`config.mk`:
```
export PLATFORM = sky130hd
export DESIGN_NAME = replace_order_encoder
export DESIGN_NICKNAME = d
export VERILOG_FILES = /design/src/rtl/itch_encode_pkg.sv /design/src/rtl/itch_byte_serializer.sv /design/src/rtl/replace_order_encoder.sv
export SDC_FILE = /design/constraint.sdc
export NUM_CORES = 1
export LEC_CHECK = 0
export ABC_AREA = 1
export CAP_MARGIN = 25
export CORE_MARGIN = 5
export CORE_UTILIZATION = 35
export CTS_BUF_LIST = sky130_fd_sc_hd__clkbuf_16
export CTS_CLUSTER_DIAMETER = 150
export DETAILED_ROUTE_END_ITERATION = 10
export PLACE_DENSITY = 0.67
export SYNTH_ARGS = -nofsm -noshare
export SYNTH_HDL_FRONTEND = slang
export SYNTH_SLANG_ARGS = --single-unit
```
`constraint.sdc`:
```
create_clock -name clk -period 3.95 [get_ports clk]
set_clock_uncertainty 0.2 [all_clocks]
set_input_delay 0.9875 -clock clk [delete_from_list [all_inputs] [get_ports clk]]
set_output_delay 0.9875 -clock clk [all_outputs]
set_load 0.05 [all_outputs]
```
`src/rtl/itch_encode_pkg.sv`:
```
// Shared types and constants for the ITCH 5.0 transmit-side encoders.
package itch_encode_pkg;

  localparam logic [7:0]  ITCH_MSG_REPLACE = 8'h55;
  localparam int unsigned ITCH_LEN_REPLACE = 27;

  // Replace Order payload fields, in wire order
  typedef struct packed {
    logic [63:0] old_ref;
    logic [63:0] new_ref;
    logic [31:0] shares;
    logic [31:0] price;
  } replace_fields_t;

  typedef enum logic [1:0] {
    IDLE,
    SEND,
    GAP
  } enc_state_t;

endpackage

```
`src/rtl/itch_byte_serializer.sv`:
```
// Parallel-load shift register that emits a LEN-byte message MSB-first, one byte per cycle.
module itch_byte_serializer #(
  parameter int unsigned LEN = 27
) (
  input  logic                 clk,
  input  logic                 rst_n,
  input  logic                 load_i,
  input  logic [LEN*8-1:0]     data_i,
  output logic [7:0]           byte_o,
  output logic                 valid_o,
  output logic                 first_o,
  output logic                 last_o,
  output logic                 last_nx_c
);

  localparam int unsigned BITS  = LEN * 8;
  localparam int unsigned IDX_W = (LEN > 1) ? $clog2(LEN) : 1;
  localparam logic [IDX_W-1:0] LAST_IDX = IDX_W'(LEN - 1);

  logic [BITS-1:0]  data_q, data_d;
  logic [IDX_W-1:0] idx_q, idx_d;
  logic             valid_q, valid_d;
  logic             first_q, first_d;
  logic             last_q, last_d;

  // Load has priority; otherwise shift until the last byte, then clear so the output reads zero.
  always_comb begin
    data_d  = data_q;
    idx_d   = idx_q;
    valid_d = valid_q;
    if (load_i) begin
      data_d  = data_i;
      idx_d   = '0;
      valid_d = 1'b1;
    end else if (valid_q && !last_q) begin
      data_d = {data_q[BITS-9:0], 8'h00};
      idx_d  = idx_q + IDX_W'(1);
    end else if (valid_q) begin
      data_d  = '0;
      idx_d   = '0;
      valid_d = 1'b0;
    end
    first_d = load_i;
    last_d  = valid_d && (idx_d == LAST_IDX);
  end

  assign last_nx_c = last_d;

  // Byte register, index and framing flags
  always_ff @(posedge clk or negedge rst_n) begin
    if (!rst_n) begin
      data_q  <= '0;
      idx_q   <= '0;
      valid_q <= 1'b0;
      first_q <= 1'b0;
      last_q  <= 1'b0;
    end else begin
      data_q  <= data_d;
      idx_q   <= idx_d;
      valid_q <= valid_d;
      first_q <= first_d;
      last_q  <= last_d;
    end
  end

  assign byte_o  = data_q[BITS-1 -: 8];
  assign valid_o = valid_q;
  assign first_o = first_q;
  assign last_o  = last_q;

endmodule

```
`src/rtl/replace_order_encoder.sv`:
```
// ITCH 5.0 Replace Order ('U') encoder: one-deep field buffer feeding a gap-free byte stream.
module replace_order_encoder
  import itch_encode_pkg::*;
#(
  parameter logic [7:0]  MSG_TYPE = ITCH_MSG_REPLACE,
  parameter int unsigned IDLE_GAP = 1
) (
  input  logic        clk,
  input  logic        rst_n,
  input  logic        in_valid,
  output logic        in_ready,
  input  logic [63:0] in_old_order_ref,
  input  logic [63:0] in_new_order_ref,
  input  logic [31:0] in_shares,
  input  logic [31:0] in_price,
  output logic [7:0]  byte_out,
  output logic        valid_out,
  output logic        msg_start,
  output logic        msg_done,
  output logic        busy,
  output logic [15:0] msg_count
);

  localparam int unsigned MSG_LENGTH = ITCH_LEN_REPLACE;
  localparam int unsigned MSG_BITS   = MSG_LENGTH * 8;
  localparam int unsigned GAP_W      = (IDLE_GAP > 1) ? $clog2(IDLE_GAP) : 1;

  enc_state_t      state_q, state_d;
  replace_fields_t pending_q, pending_d;
  logic            pending_valid_q, pending_valid_d;
  logic [GAP_W-1:0] gap_cnt_q, gap_cnt_d;
  logic            ready_q, ready_d;
  logic            busy_q, busy_d;
  logic [15:0]     count_q, count_d;

  replace_fields_t     in_fields_c;
  logic [MSG_BITS-1:0] msg_c;
  logic                load_c;
  logic                ser_last;
  logic                ser_last_nx_c;

  assign in_fields_c = {in_old_order_ref, in_new_order_ref, in_shares, in_price};

  // Wire image of the pending field set: type, refs, shares, price, two reserved bytes
  assign msg_c = {MSG_TYPE, pending_q, 16'h0000};

  // Next-state: message sequencing, pending buffer and registered status outputs
  always_comb begin
    state_d         = state_q;
    pending_d       = pending_q;
    pending_valid_d = pending_valid_q;
    gap_cnt_d       = gap_cnt_q;
    count_d         = count_q;
    load_c          = 1'b0;

    case (state_q)
      IDLE: begin
        if (pending_valid_q) begin
          load_c  = 1'b1;
          state_d = SEND;
        end
      end
      SEND: begin
        if (ser_last) begin
          if (IDLE_GAP > 0) begin
            state_d   = GAP;
            gap_cnt_d = GAP_W'(IDLE_GAP - 1);
          end else if (pending_valid_q) begin
            load_c = 1'b1;
          end else begin
            state_d = IDLE;
          end
        end
      end
      GAP: begin
        if (gap_cnt_q == '0) begin
          if (pending_valid_q) begin
            load_c  = 1'b1;
            state_d = SEND;
          end else begin
            state_d = IDLE;
          end
        end else begin
          gap_cnt_d = gap_cnt_q - GAP_W'(1);
        end
      end
      default: state_d = IDLE;
    endcase

    // Transfer consumes the old contents; a same-cycle handshake refills the buffer
    if (load_c) pending_valid_d = 1'b0;
    if (in_valid && ready_q) begin
      pending_d       = in_fields_c;
      pending_valid_d = 1'b1;
    end

    if (ser_last_nx_c) count_d = count_q + 16'd1;

    ready_d = !pending_valid_d;
    busy_d  = (state_d != IDLE) || pending_valid_d;
  end

  // State and status registers
  always_ff @(posedge clk or negedge rst_n) begin
    if (!rst_n) begin
      state_q         <= IDLE;
      pending_q       <= '0;
      pending_valid_q <= 1'b0;
      gap_cnt_q       <= '0;
      ready_q         <= 1'b1;
      busy_q          <= 1'b0;
      count_q         <= '0;
    end else begin
      state_q         <= state_d;
      pending_q       <= pending_d;
      pending_valid_q <= pending_valid_d;
      gap_cnt_q       <= gap_cnt_d;
      ready_q         <= ready_d;
      busy_q          <= busy_d;
      count_q         <= count_d;
    end
  end

  itch_byte_serializer #(
    .LEN (MSG_LENGTH)
  ) u_ser (
    .clk       (clk),
    .rst_n     (rst_n),
    .load_i    (load_c),
    .data_i    (msg_c),
    .byte_o    (byte_out),
    .valid_o   (valid_out),
    .first_o   (msg_start),
    .last_o    (ser_last),
    .last_nx_c (ser_last_nx_c)
  );

  assign msg_done  = ser_last;
  assign in_ready  = ready_q;
  assign busy      = busy_q;
  assign msg_count = count_q;

endmodule

```
==> metrics, run 1 <==
cell at the root of the clock tree sky130_fd_sc_hd__clkbuf_16; Top Family by Delay on Critical Path buffers and inverters; average routed wire per standard cell 17.7 um; global-route total usage across every layer 17.0%; share of post-route cells with drive strength above 1 7.96%; capturing element type of the critical path primary output; wire length reported by the detailed router 46.2 mm; r2r worst-path depth 6; Worst-Margin Slew 1080 ps; setup-violating endpoint count in the final report 0; Final Net Count 2101; H-tree depth reported by CTS 2; time the worst path needs with I/O delays and setup 3150 ps; number of buffer and inverter stages on the critical path 1; setup TNS 0 ps; Port-buffer cells 223; startpoint of the most critical register-to-register path pending_valid_q; Post-CTS Resized 0; cells along the critical path clkdlybuf4s50_1; area enclosed by the die boundary 54000 sq um; global route overflow 0; P&R area growth vs syn 24.6%; Fin. Hold Viols 0; Layout Utilization 44.1%; biggest area contributors in the synthesized netlist sky130_fd_sc_hd__dfrtp_1, sky130_fd_sc_hd__o221ai_1, sky130_fd_sc_hd__inv_1; clock input transition at the sequential cells of the worst setup and hold paths 60 ps; area of the placeable core 49000 sq um; initial core utilization 35.4%; I/O pin count 224; cts bufs inserted 45; R2R Path End u_ser.data_q[73]; post-route antenna net violation count 0; post-synth design cell area 17300 sq um; post-detail-place hpwl 30.2 mm; endpoint arrival time on the critical path 1960 ps; slowest cell delay on critical path 820 ps; Mapped Cells 1727; floorplan die height 232 um; number of enable-type register cells in the synthesized netlist 0; via count of the first global-routing pass 13600; vias per cell 5.03; crit path launch type flip-flop; Worst VDD drop 493 uV; Iter 0 DRT Violations 1274; worst path required time 2760 ps; worst min-delay path category in2async; post-synthesis sequential area ratio 60.8%; result of the run finished, final reports clean; DRC violation count after routing 0; Max-Cap Viols 0; setup slack on the worst flop-to-flop path 1390 ps; post-synth cell types 32; synthesized flop and latch total 421; largest fanout of any net on the critical path 2; Final GP Congestion 0.849; initial antenna violation count 2; areal power density over the cells 762 nW/um^2; number of nets produced by synthesis 1924; period utilisation layout 79.7%; number of buffers inserted to repair setup after CTS 0; main flop type after synthesis sky130_fd_sc_hd__dfrtp_1; cell with the most instances after synthesis sky130_fd_sc_hd__dfrtp_1; commonest cells in the synthesized netlist sky130_fd_sc_hd__dfrtp_1, sky130_fd_sc_hd__inv_1, sky130_fd_sc_hd__nand2_1, sky130_fd_sc_hd__nor2_1, sky130_fd_sc_hd__a21oi_1; crit path max-delay cell type sky130_fd_sc_hd__clkdlybuf4s50_1; unrepaired setup endpoints after global routing no; top cell type's share of synthesized area 60.7%; post-synth top area cell sky130_fd_sc_hd__dfrtp_1; number of detailed-routing iterations run before antenna repair 5; async set-or-reset flop fraction in the synthesized netlist 100%; Row Count 81; CTS Buffer Depth 3; yosys warns 0; leakage power summed over all cells 0.0101 uW; type of the worst setup path reg2out; die width 232 um; overall via count from detail_route 13100; TritonCTS clock tree yes; count of hold-fix buffers inserted at cts 0; worst skew pair latency 570 ps; pin count of the biggest net entering global routing 110; Syn Area/Cell 10.0 sq um; number of filler instances in the final layout 4609; fmax 318 MHz; post-route design area 21600 sq um; Max-Slew Margin vs Limit 28.0%; Final Max Tran Viols 0; global-route wire length before repair 74.0 mm; sink count of the clock tree 421; placement-stage cell area 20200 sq um
==> logic make-up after synthesis <==
family	Yosys count	share of synthesized area [%]
xor+xnor	10	0.506
compound gates	371	14.5
fa+ha+maj	2	0.144
flops	421	60.8
simple gates	498	12.3
buf+inv	385	9.14
mux	40	2.60
==> sequential cells by signal, summed over array words and instances (netlist names) <==
register and count:
u_ser.valid_o 1, busy 1, pending_valid_q 1, msg_c 192, state_q 2, u_ser.first_o 1, in_ready 1, msg_count 16
u_ser.data_q 200, u_ser.idx_q 5, u_ser.last_o 1
==> area by class of cell <==
| class | instances | area (sq um) | area share (%) |
|---|---|---|---|
| Tap cell | 664 | 831 | 3.85 |
| Antenna cell | 2 | 5.00 | 0.0232 |
| Sequential cell | 421 | 10500 | 48.8 |
| Clock buffer | 47 | 1180 | 5.45 |
| Inverter | 260 | 980 | 4.54 |
| Timing Repair Buffer | 255 | 2650 | 12.3 |
| Clock inverter | 31 | 169 | 0.783 |
| Multi-Input combinational cell | 921 | 5240 | 24.3 |
==> stage by stage <==
step | total power (uW) | cells | hold WS [ps] | setup WS (ps)
6_report | 16400 | 2601 | 264 | 801
5_1_grt | 17600 | 2599 | 313 | 733
4_1_cts | 16700 | 2599 | 290 | 748
3_5_place_dp | 12700 | 2521 | 276 | 977
3_3_place_gp | 12400 | 2520 | 267 | 1040
2_1_floorplan | 10800 | 1727 | 260 | 1740
==> how the worst max path moves through the flow <==
| stage | from | end | slack, ps | depth (start not counted) |
|---|---|---|---|---|
| 2_1_floorplan | in_valid | msg_c[143] | 1740 | 4 |
| 3_3_place_gp | in_valid | msg_c[55] | 1040 | 6 |
| 3_5_place_dp | in_valid | msg_c[204] | 980 | 6 |
| 4_1_cts | in_ready | in_ready | 750 | 1 |
| 5_1_grt | u_ser.valid_o | valid_out | 730 | 1 |
| 6_report | in_ready | in_ready | 800 | 1 |
==> where the power goes <==
| part | internal [uW] | total (uW) | leakage [uW] | switching (uW) |
|---|---|---|---|---|
| combinational | 2000 | 5570 | 0.00431 | 3570 |
| sequential | 6210 | 6970 | 0.00506 | 760 |
| clock | 2200 | 3910 | 0.000697 | 1700 |
| total | 10400 | 16400 | 0.0101 | 6040 |
==> cell usage in the layout (no fill, tap or decap), types with 47 or more instances in the layout <==
master,Yosys,final
sky130_fd_sc_hd__clkbuf_16,0,47
sky130_fd_sc_hd__nor2_1,171,170
sky130_fd_sc_hd__dfrtp_1,420,420
sky130_fd_sc_hd__o221ai_1,144,144
sky130_fd_sc_hd__a21oi_1,153,153
sky130_fd_sc_hd__clkdlybuf4s50_1,0,222
sky130_fd_sc_hd__inv_1,257,266
sky130_fd_sc_hd__nand2_1,171,169
sky130_fd_sc_hd__nand3_1,140,140
==> layer usage <==
layer | vias to the layer above | GRT usage [%] | part of all wire, %
met4 | 0 | 3.23 | 1.4
met3 | 50 | 4.05 | 6.3
met1 | 6511 | 23.9 | 45
met2 | 363 | 27.2 | 48
met5 | - | 0 | 0
li1 | 6150 | - | -
Note: power is estimated with default switching activity, not from simulation.
==> inputs of run 2 (changes only) <==
Settings changed: PLACE_DENSITY 0.67 to 0.69.
Clock period 3.95 ns to 2.75 ns, I/O delays scaled along.
==> metrics, run 2 (same netlist as run 1, synthesis figures left out) <==
post-route antenna net violation count 0; Hold WS 272 ps; average routed wire per standard cell 17.6 um; Fin. Hold Viols 0; result of the run finished, final reports clean; multi-input combinational cell area 5240 sq um; Worst-Margin Slew 863 ps; Sequential cell area 10500 sq um; die width 232 um; R2R Path End u_ser.data_q[82]; Final GP Congestion 0.863; H-tree depth reported by CTS 2; post-layout worst setup margin 64.1 ps; number of buffers inserted to repair setup after CTS 0; worst min-delay path category reg2reg; worst skew pair latency 570 ps; crit path launch type flip-flop; vias per cell 5.01; floorplan die height 232 um; hold-critical path endpoint u_ser.data_q[63]; pin count of the biggest net entering global routing 183; global route overflow 0; commonest non-fill, non-tap cell in the layout sky130_fd_sc_hd__dfrtp_1; max FFs per register 200; DRC violation count after routing 0; capturing element type of the critical path primary output; slowest cell delay on critical path 830 ps; post-detail-place hpwl 31.2 mm; Max-Cap Viols 0; Iter 0 DRT Violations 995; setup slack on the worst flop-to-flop path 570 ps; I/O pin count 224; type of the worst setup path reg2out; number of buffer and inverter stages on the critical path 1; Post-Place Worst Slack 303 ps; cell depth of the worst hold path 2; setup TNS 0 ps; Top Family by Delay on Critical Path buffers and inverters; crit path max-delay cell type sky130_fd_sc_hd__clkdlybuf4s50_1; top library cells by usage in the layout, fill and taps aside sky130_fd_sc_hd__dfrtp_1, sky130_fd_sc_hd__inv_1, sky130_fd_sc_hd__clkdlybuf4s50_1, sky130_fd_sc_hd__nor2_1, sky130_fd_sc_hd__nand2_1; via count of the first global-routing pass 13800; leakage power summed over all cells 0.0104 uW; area enclosed by the die boundary 54000 sq um; sink count of the clock tree 421; cells along the critical path clkdlybuf4s50_1; placement-stage cell area 20500 sq um; r2r worst-path depth 6; initial antenna violation count 4; startpoint of the most critical register-to-register path pending_valid_q; overall via count from detail_route 13200; largest fanout of any net on the critical path 2; setup-violating endpoint count in the final report 0; unrepaired setup endpoints after global routing no; number of detailed-routing iterations run before antenna repair 5; cts bufs inserted 46; global-route total usage across every layer 17.1%; Worst VDD drop 658 uV; startpoint of the most critical hold path u_ser.data_q[55]; Final Max Tran Viols 0; Max-Slew Margin vs Limit 42.4%; cell at the root of the clock tree sky130_fd_sc_hd__clkbuf_16; initial core utilization 35.4%; endpoint arrival time on the critical path 1800 ps; P&R area growth vs syn 27.0%; fmax 372 MHz; wire length reported by the detailed router 46.4 mm; TritonCTS clock tree yes; period utilisation layout 97.7%; areal power density over the cells 1100 nW/um^2; area of the placeable core 49000 sq um; Final Net Count 2129; time the worst path needs with I/O delays and setup 2690 ps; number of filler instances in the final layout 4505; share of post-route cells with drive strength above 1 9.46%; post-route design area 22000 sq um; Port-buffer cells 223; CTS Buffer Depth 3; global-route wire length before repair 74.7 mm; worst path required time 1860 ps; clock input transition at the sequential cells of the worst setup and hold paths 60 ps; Row Count 81; Top reg by flops u_ser.data_q
-- run 2: cell count changes in the layout (fill, tap and decap cells not counted), sizes merged, moves of 2 or more --
cell	before	now
buf	33	62
bufinv	1	4
clkbuf	47	49
clkdlybuf4s50	222	201
dlygate4sd2	0	13
dlymetal6s2s	0	5
-- run 2: timing repair --
| item | in CTS | in global routing |
|---|---|---|
| hold buffers | 1 | 0 |
| endpoints found under the hold margin | 28 | 0 |
| setup endpoints to repair | 13 | 5 |
| resized for setup | 13 | 5 |
-- run 2: area by class of cell --
class / count / area share [%]
Sequential cell: 421 / 47.9
Multi-Input combinational cell: 921 / 23.8
Timing Repair Buffer: 282 / 13.3
Clock buffer: 49 / 5.58
Inverter: 260 / 4.45
Tap cell: 664 / 3.78
Clock inverter: 33 / 1.14
Antenna cell: 3 / 0.0341
-- run 2: worst max path at each step --
stage | startpoint | end | slack, ps | depth (start not counted)
after floorplan | u_ser.valid_o | msg_count[10] | 770 | 8
after global placement | in_valid | msg_c[143] | 350 | 4
after detailed placement | in_valid | msg_c[96] | 300 | 6
after CTS | msg_count[12] | msg_count[12] | 2 | 1
after global routing | u_ser.data_q[208] | byte_out[0] | 2 | 1
final | u_ser.data_q[209] | byte_out[1] | 60 | 1
-- run 2: routing by layer --
| metal | vias up | track usage, % | part of all wire, % | wire length (um) |
|---|---|---|---|---|
| met5 | - | 0 | 0.028 | 13 |
| met4 | 2 | 3.19 | 1.5 | 675 |
| met3 | 52 | 4.54 | 6.6 | 3080 |
| met2 | 352 | 27.9 | 48 | 22100 |
| met1 | 6590 | 23.4 | 44 | 20500 |
| li1 | 6198 | - | - | - |
-- run 2: per-stage QoR --
stage	util [%]	total power, uW	std cells
3_5_place_dp	41.9	18400	2547
5_1_grt	44.9	26000	2630
2_1_floorplan	-	15500	1727
6_report	44.9	24300	2633
4_1_cts	44.9	24600	2630
3_3_place_gp	41.9	18000	2547
-- run 2: report_power, final --
part | internal, uW | switching [uW] | leakage, uW
clock network | 3570 | 2490 | 0.000762
registers | 8920 | 1120 | 0.00506
logic | 3000 | 5150 | 0.00461
==> inputs of run 3 (changes only) <==
Settings changed: CAP_MARGIN 25 to unset, CORE_MARGIN 5 to 1.5.
==> metrics, run 3 (same netlist as run 1, synthesis figures left out) <==
result of the run finished, final reports clean; Iter 0 DRT Violations 1060; pin count of the biggest net entering global routing 118; H-tree depth reported by CTS 2; capturing element type of the critical path primary output; slowest cell delay on critical path 830 ps; Row Count 81; final cell count without fillers 2612; Top Family by Delay on Critical Path buffers and inverters; fmax 371 MHz; endpoint arrival time on the critical path 1810 ps; global route overflow 0; setup TNS 0 ps; Final Net Count 2109; CTS Buffer Depth 3; number of detailed-routing iterations run before antenna repair 6; number of buffers inserted to repair setup after CTS 0; type of the worst setup path reg2out; number of filler instances in the final layout 4644; share of post-route cells with drive strength above 1 8.78%; area enclosed by the die boundary 50800 sq um; post-detail-place hpwl 29.8 mm; largest fanout of any net on the critical path 2; Hold WS 290 ps; worst skew pair latency 580 ps; Power Total 24500 uW; sink count of the clock tree 421; global-route total usage across every layer 18.0%; cells along the critical path clkdlybuf4s50_1; worst min-delay path category reg2reg; area of the placeable core 48800 sq um; post-placement cell count 2527; areal power density over the cells 1120 nW/um^2; clock input transition at the sequential cells of the worst setup and hold paths 60 ps; post-route antenna net violation count 0; Antenna Diode Count 0; Layout Utilization 44.7%; average routed wire per standard cell 17.3 um; crit path max-delay cell type sky130_fd_sc_hd__clkdlybuf4s50_1; unrepaired setup endpoints after global routing no; Max-Cap Viols 0; Top reg by flops u_ser.data_q; I/O pin count 224; die width 225 um; time the worst path needs with I/O delays and setup 2690 ps; crit path launch type flip-flop; Sequential cell area 10500 sq um; global-route wire length before repair 72.4 mm; Fin. Hold Viols 0; TritonCTS clock tree yes; Port-buffer cells 223; period utilisation layout 97.9%; floorplan die height 225 um; P&R area growth vs syn 26.2%; Worst-Margin Slew 823 ps; cts bufs inserted 46; top library cells by usage in the layout, fill and taps aside sky130_fd_sc_hd__dfrtp_1, sky130_fd_sc_hd__inv_1, sky130_fd_sc_hd__clkdlybuf4s50_1, sky130_fd_sc_hd__nor2_1, sky130_fd_sc_hd__nand2_1; leakage power summed over all cells 0.0103 uW; DRC violation count after routing 0; initial antenna violation count 3; max FFs per register 200; Final GP Congestion 0.839; cell at the root of the clock tree sky130_fd_sc_hd__clkbuf_16; overall via count from detail_route 13100; wire length reported by the detailed router 45.3 mm; commonest non-fill, non-tap cell in the layout sky130_fd_sc_hd__dfrtp_1; Worst VDD drop 785 uV; Final Max Tran Viols 0; Max-Slew Margin vs Limit 45.2%; worst path required time 1860 ps; multi-input combinational cell area 5240 sq um; initial core utilization 35.5%; setup slack on the worst flop-to-flop path 600 ps; number of buffer and inverter stages on the critical path 1; via count of the first global-routing pass 13400; vias per cell 5.00; setup-violating endpoint count in the final report 0
==> run 3: cell count changes in the layout (fill, tap and decap cells not counted), sizes merged <==
cell / before / now
diode: 3 / 0
buf: 62 / 42
bufinv: 4 / 8
inv: 270 / 273
dlygate4sd2: 13 / 14
clkinv: 18 / 16
clkbuf: 49 / 46
clkdlybuf4s50: 201 / 203
dlymetal6s2s: 5 / 2
==> run 3: power breakdown <==
group,internal (uW),switching (uW)
Clock,3800,2530
Combinational,2940,5170
Sequential,8920,1110
==> run 3: tightest hold or removal path, stage by stage (launching register included) <==
cell,delay (ps)
sky130_fd_sc_hd__dfrtp_1,340
sky130_fd_sc_hd__nand2_1,60
sky130_fd_sc_hd__o221ai_1,60
==> run 3: repair_timing <==
action / in CTS / in global routing
setup endpoints to repair: 14 / 2
endpoints found under the hold margin: 47 / 0
pin swaps: 0 / 0
gates resized for setup: 14 / 2
hold buffers: 1 / 0
==> run 3: path summary, 6_finish.rpt <==
path / startpoint / endpoint / depth (start not counted)
min in group asynchronous: rst_n / msg_c[37] / 2
setup / recovery: u_ser.data_q[209] / byte_out[1] / 1
hold reg to reg: u_ser.data_q[99] / u_ser.data_q[107] / 2
max in group asynchronous: rst_n / u_ser.data_q[125] / 3
hold / removal: u_ser.data_q[99] / u_ser.data_q[107] / 2
setup reg to reg: u_ser.valid_o / u_ser.data_q[201] / 5
==> run 3: through the flow <==
stage	setup WS, ps	cell area (sq um)
floorplan	771	17300
global placement	355	20300
detailed placement	286	20300
CTS	4.55	21900
global route	10.9	21900
finish	56.5	21900
==> run 3: final cells by class <==
type | instances | share of cell area, %
Clock buffer | 46 | 5.27
Clock inverter | 38 | 1.81
Inverter | 260 | 4.48
Multi-Input combinational cell | 921 | 24.0
Sequential cell | 421 | 48.2
Tap cell | 664 | 3.80
Timing Repair Buffer | 262 | 12.5
==> run 3: per-layer routing <==
| layer | vias up | track usage, % | wire (um) |
|---|---|---|---|
| met5 | - | 0 | 35 |
| met4 | 6 | 5.54 | 973 |
| met3 | 68 | 4.13 | 3060 |
| met2 | 386 | 28.8 | 21200 |
| met1 | 6451 | 24.4 | 20000 |
| li1 | 6157 | - | - |
